## src/rtl/mul_share_rr_sched.sv

```systemverilog
// mul_share_rr_sched: round-robin time-sharing of one signed multiplier among NUM_REQ
// requesters, with a MUL_STAGES-deep stallable pipeline and an ID-tagged result port.
module mul_share_rr_sched #(
    parameter int NUM_REQ    = 4,
    parameter int ID_W       = 2,
    parameter int A_W        = 14,
    parameter int B_W        = 9,
    parameter int P_W        = 21,
    parameter int MUL_STAGES = 2
) (
    input  logic                   ap_clk,
    input  logic                   ap_rst_n,
    input  logic [NUM_REQ-1:0]     req_valid,
    output logic [NUM_REQ-1:0]     req_ready,
    input  logic [NUM_REQ*A_W-1:0] req_a,
    input  logic [NUM_REQ*B_W-1:0] req_b,
    output logic                   rsp_valid,
    input  logic                   rsp_ready,
    output logic [ID_W-1:0]        rsp_id,
    output logic [P_W-1:0]         rsp_p,
    output logic                   busy
);
    localparam int L = MUL_STAGES - 1;

    logic [ID_W-1:0]       ptr;
    logic [NUM_REQ-1:0]    win;
    logic [ID_W-1:0]       win_id;
    logic                  found;
    logic                  advance;
    logic                  xfer;
    logic                  v0;
    logic [ID_W-1:0]       id0;
    logic signed [A_W-1:0] a0;
    logic signed [B_W-1:0] b0;
    logic signed [P_W-1:0] ax;
    logic signed [P_W-1:0] bx;
    logic signed [P_W-1:0] prod;
    logic                  p_v  [L];
    logic [ID_W-1:0]       p_id [L];
    logic [P_W-1:0]        p_p  [L];

    assign rsp_valid = p_v[L-1];
    assign rsp_id    = p_id[L-1];
    assign rsp_p     = p_p[L-1];
    assign advance   = !rsp_valid || rsp_ready;
    assign req_ready = win & {NUM_REQ{advance & ap_rst_n}};
    assign xfer      = found && advance;

    // Operands are widened to the result width first so the product wraps at P_W bits.
    assign ax   = P_W'(a0);
    assign bx   = P_W'(b0);
    assign prod = ax * bx;

    always_comb begin
        win    = '0;
        win_id = '0;
        found  = 1'b0;
        for (int k = 1; k <= NUM_REQ; k++) begin
            if (!found && req_valid[(int'(ptr) + k) % NUM_REQ]) begin
                found = 1'b1;
                win[(int'(ptr) + k) % NUM_REQ] = 1'b1;
                win_id = ID_W'((int'(ptr) + k) % NUM_REQ);
            end
        end
    end

    always_comb begin
        busy = v0;
        for (int i = 0; i < L; i++) busy = busy | p_v[i];
    end

    always_ff @(posedge ap_clk or negedge ap_rst_n) begin
        if (!ap_rst_n) begin
            ptr <= ID_W'(NUM_REQ - 1);
            v0  <= 1'b0;
            id0 <= '0;
            a0  <= '0;
            b0  <= '0;
            for (int i = 0; i < L; i++) begin
                p_v[i]  <= 1'b0;
                p_id[i] <= '0;
                p_p[i]  <= '0;
            end
        end else if (advance) begin
            v0      <= xfer;
            id0     <= win_id;
            a0      <= req_a[int'(win_id)*A_W +: A_W];
            b0      <= req_b[int'(win_id)*B_W +: B_W];
            p_v[0]  <= v0;
            p_id[0] <= id0;
            p_p[0]  <= prod;
            for (int i = 1; i < L; i++) begin
                p_v[i]  <= p_v[i-1];
                p_id[i] <= p_id[i-1];
                p_p[i]  <= p_p[i-1];
            end
            if (xfer) ptr <= win_id;
        end
    end
endmodule

```

## config.mk

```make
export PLATFORM = sky130hd
export DESIGN_NAME = mul_share_rr_sched
export DESIGN_NICKNAME = d
export VERILOG_FILES = /design/src/rtl/mul_share_rr_sched.sv
export SDC_FILE = /design/constraint.sdc
export NUM_CORES = 1
export LEC_CHECK = 0
export BUFFER_PORTS_ARGS = -buffer_cell sky130_fd_sc_hd__buf_2
export CAP_MARGIN = 25
export CELL_PAD_IN_SITES_DETAIL_PLACEMENT = 1
export CELL_PAD_IN_SITES_GLOBAL_PLACEMENT = 1
export CORE_MARGIN = 5
export CORE_UTILIZATION = 40
export DETAILED_ROUTE_END_ITERATION = 7
export PLACE_DENSITY_LB_ADDON = 0.08
export RECOVER_POWER = 50
export SLEW_MARGIN = 15
export SYNTH_ARGS = -nofsm -noshare
export SYNTH_HDL_FRONTEND = slang
export SYNTH_SLANG_ARGS = --single-unit
```

## constraint.sdc

```tcl
create_clock -name ap_clk -period 5.5 [get_ports ap_clk]
set_input_delay 1.65 -clock ap_clk [delete_from_list [all_inputs] [get_ports ap_clk]]
set_output_delay 1.65 -clock ap_clk [all_outputs]
set_load 0.005 [all_outputs]
```

==> results by group <==
Routing
  • DR iter-0 viols: 198
  • Final ANT Viol Nets: 0
  • DR vias/cell: 5.05
  • Via count: 5,660
  • WL final: 21.2 mm
  • DR pass1 iterations: 7
  • Residual DRC: 0
  • Wirelength per Cell: 19.0 µm

Floorplan
  • Initial core utilization: 40.4%
  • Die extent in x: 145 µm
  • Row count: 49
  • # IOs: 128
  • Core ar.: 17,900 µm²
  • Die Y: 145 µm
  • Die area: 20,900 µm²

Critical path
  • Worst-path fanout max: 7
  • CP Capture Type: register
  • WS Path Type: register to register
  • Worst Setup Start Kind: register
  • Worst R2R Start: b0[7]
  • Worst r2r dst: rsp_p[16]
  • WP data arrival: 5410 ps
  • WP data required: 5660 ps
  • FF-to-FF path depth: 14
  • FF-to-FF setup slack: 250 ps

Clock network
  • Clock root buffer: clkbuf_16
  • Cts-stage hold buffer count: 0
  • Clk Latency, worst-skew pair: 310 ps
  • CTS Buf Count: 5
  • CTS tree: done
  • Clock sink count: 52
  • CTS Buffer Depth: 2
  • CTS H-tree depth: 2
  • Clock transition at path regs: 80 ps

Timing
  • Hold Fails Final Rpt: 0
  • Fin crit share: 95.5%
  • Slew margin rel.: -109%
  • Final setup fails: 0
  • Hold_ws: 476 ps
  • RSZ-0062 raised after global routing: false
  • Clock Skew: 8.02 ps
  • Final slew viol count: 53
  • Fmax: 190 MHz
  • Period minus WS final: 5250 ps
  • Setup TNS: 0 ps
  • Least-Margin Pin Slew: 3130 ps

Hold path
  • Hold/Removal Path Class: register to register
  • Hold Crit Start: rsp_id[1]
  • Hold Path Depth: 2
  • Sink of the worst hold path: rsp_id[1]

Finish
  • Fillers: 2,110
  • P&R area growth vs syn: 15.0%
  • Share of cells above drive strength 1: 20.0%
  • Area taken by multi-input logic gates: 5340 µm²
  • NumNets Final: 1,136
  • Ant diodes: 0
  • Sequential cell area: 1310 µm²
  • Fin util: 46.5%

Synth
  • Post-synth top flop: dfrtp_1
  • Post-Synth XOR/XNOR Area: 2.30%
  • Synth warnings: 0
  • Post-synth EDFFs: 0
  • Syn avg cell area: 9.39 µm²
  • Ys async rst share: 100%
  • Sequential share of the synthesized area: 18.0%
  • Syn Std Cell Area: 7240 µm²
  • Post-Synth Simple-Gate Area: 15.9%
  • Largest family of logic cells by synthesized area: adder cells
  • Compound-Gate Fraction of Synth Area: 8.04%
  • Post-Synth Adder-Cell Area: 35.6%
  • Syn Nets: 1,017
  • Synth cell types: 54
  • Gate Count Post-Synth: 771
  • Seq cells post-synth: 52
  • Multiplexer area fraction after synthesis: 11.8%

Outcome
  • Failing checks: max-capacitance violations, max-slew violations
  • Status: finished, violations left

Place
  • DP HPWL: 18.1 mm
  • # port buffers: 127
  • RD Place Congestion: 0.927

Global routing
  • Remaining global-route overflow: 0
  • GRT Overall Usage: 21.6%
  • Global-route wire length before repair: 34.9 mm
  • Largest net degree at the start of global routing: 53
  • Antenna violations before repair: 0
  • Vias in the first global route: 6,570

Run
  • Max-cap violations: 1
[layer usage]
metal / vias to the layer above / GRT usage (%) / share of wire [%] / wire length, µm
li1: 2694 / - / - / -
met1: 2821 / 27.8 / 43 / 9140
met2: 127 / 39.2 / 51 / 10900
met3: 18 / 2.68 / 4.2 / 886
met4: 0 / 4.07 / 1.5 / 312
met5: - / 0 / 0 / 0
[metrics by stage]
| step | setup WS, ps | instances | instance area (µm²) |
|---|---|---|---|
| after detailed placement | 80.4 | 1112 | 8190 |
| after global routing | 8.57 | 1120 | 8320 |
| after CTS | 84.3 | 1120 | 8340 |
| final | 245 | 1120 | 8320 |
| after floorplan | 380 | 771 | 7240 |
| after global placement | 274 | 1112 | 8190 |
[sequential cells by signal (all words and copies together) (netlist names)]
signal and flops:
rsp_p 21, ptr 2, rsp_id 2, b0 9, v0 1, rsp_valid 1, a0 14, id0 2
[worst max-delay path by stage]
| stage | from | end | slack (ps) | depth (start not counted) |
|---|---|---|---|---|
| 2_1_floorplan | b0[0] | rsp_p[16] | 380 | 17 |
| 3_3_place_gp | b0[3] | rsp_p[16] | 270 | 16 |
| 3_5_place_dp | b0[3] | rsp_p[16] | 80 | 16 |
| 4_1_cts | b0[3] | rsp_p[16] | 80 | 16 |
| 5_1_grt | b0[3] | rsp_p[16] | 9 | 16 |
| 6_report | b0[7] | rsp_p[16] | 250 | 14 |
[repair_timing]
item	CTS	global route
endpoints found under the setup margin	0	4
gates resized for setup	0	5
hold endpoints to repair	0	0
setup buffers	0	0
[worst max-delay path: stages, from the launching register on]
cell       delay [ps]
dfrtp_1           570
nand2_1           150
fa_1              510
fa_1              550
inv_1              50
fa_1              500
fa_1              600
fa_1              440
ha_1              370
nand3_1           100
o211ai_1          160
or2_2             320
a31o_2            250
a2111oi_1         420
o31ai_1           120
[cells in the final DEF (no fill, tap or decap), drive strengths merged, types with 3 or more instances in the layout]
cell type	count
xnor2	12
o21a	7
nand2b	7
o21ai	30
nor3b	3
mux2i	49
mux4	4
a21oi	16
inv	102
nand2	122
a221oi	4
o31ai	4
fa	98
xor2	7
clkbuf	17
dfrtp	50
nor2	24
and2	53
nor3	3
a21o	4
mux2	23
ha	49
nor2b	15
nand3	5
a22oi	4
buf	145
or2	5
o211ai	4
[cells by family after synthesis]
group | after synthesis
simple gates | 242
flops | 52
xor+xnor | 19
buf+inv | 146
fa+ha+maj | 147
compound gates | 89
mux | 76
[cells in the mapped netlist, drive strengths merged (12+ instances only)]
cell type	n	area (µm²)
buf	12	105
dfrtp	50	1250
inv	101	379
nor2	24	90.1
mux2i	49	490
o21ai	30	150
fa	98	1960
xnor2	12	105
clkbuf	33	124
nor2b	15	96.3
and2	53	332
a21oi	16	80.1
ha	49	613
nand2	122	458
mux2	23	267
[layout make-up]
class	instances	area share (%)
multi-input combinational	573	64.2
sequential	52	15.7
timing repair buffer	157	10.3
inverter	101	4.56
tap	229	3.44
clock buffer	5	1.50
clock inverter	3	0.316
Power is not shown: default switching activity piles up to over one toggle a cycle in this logic, so the estimate is an artifact.
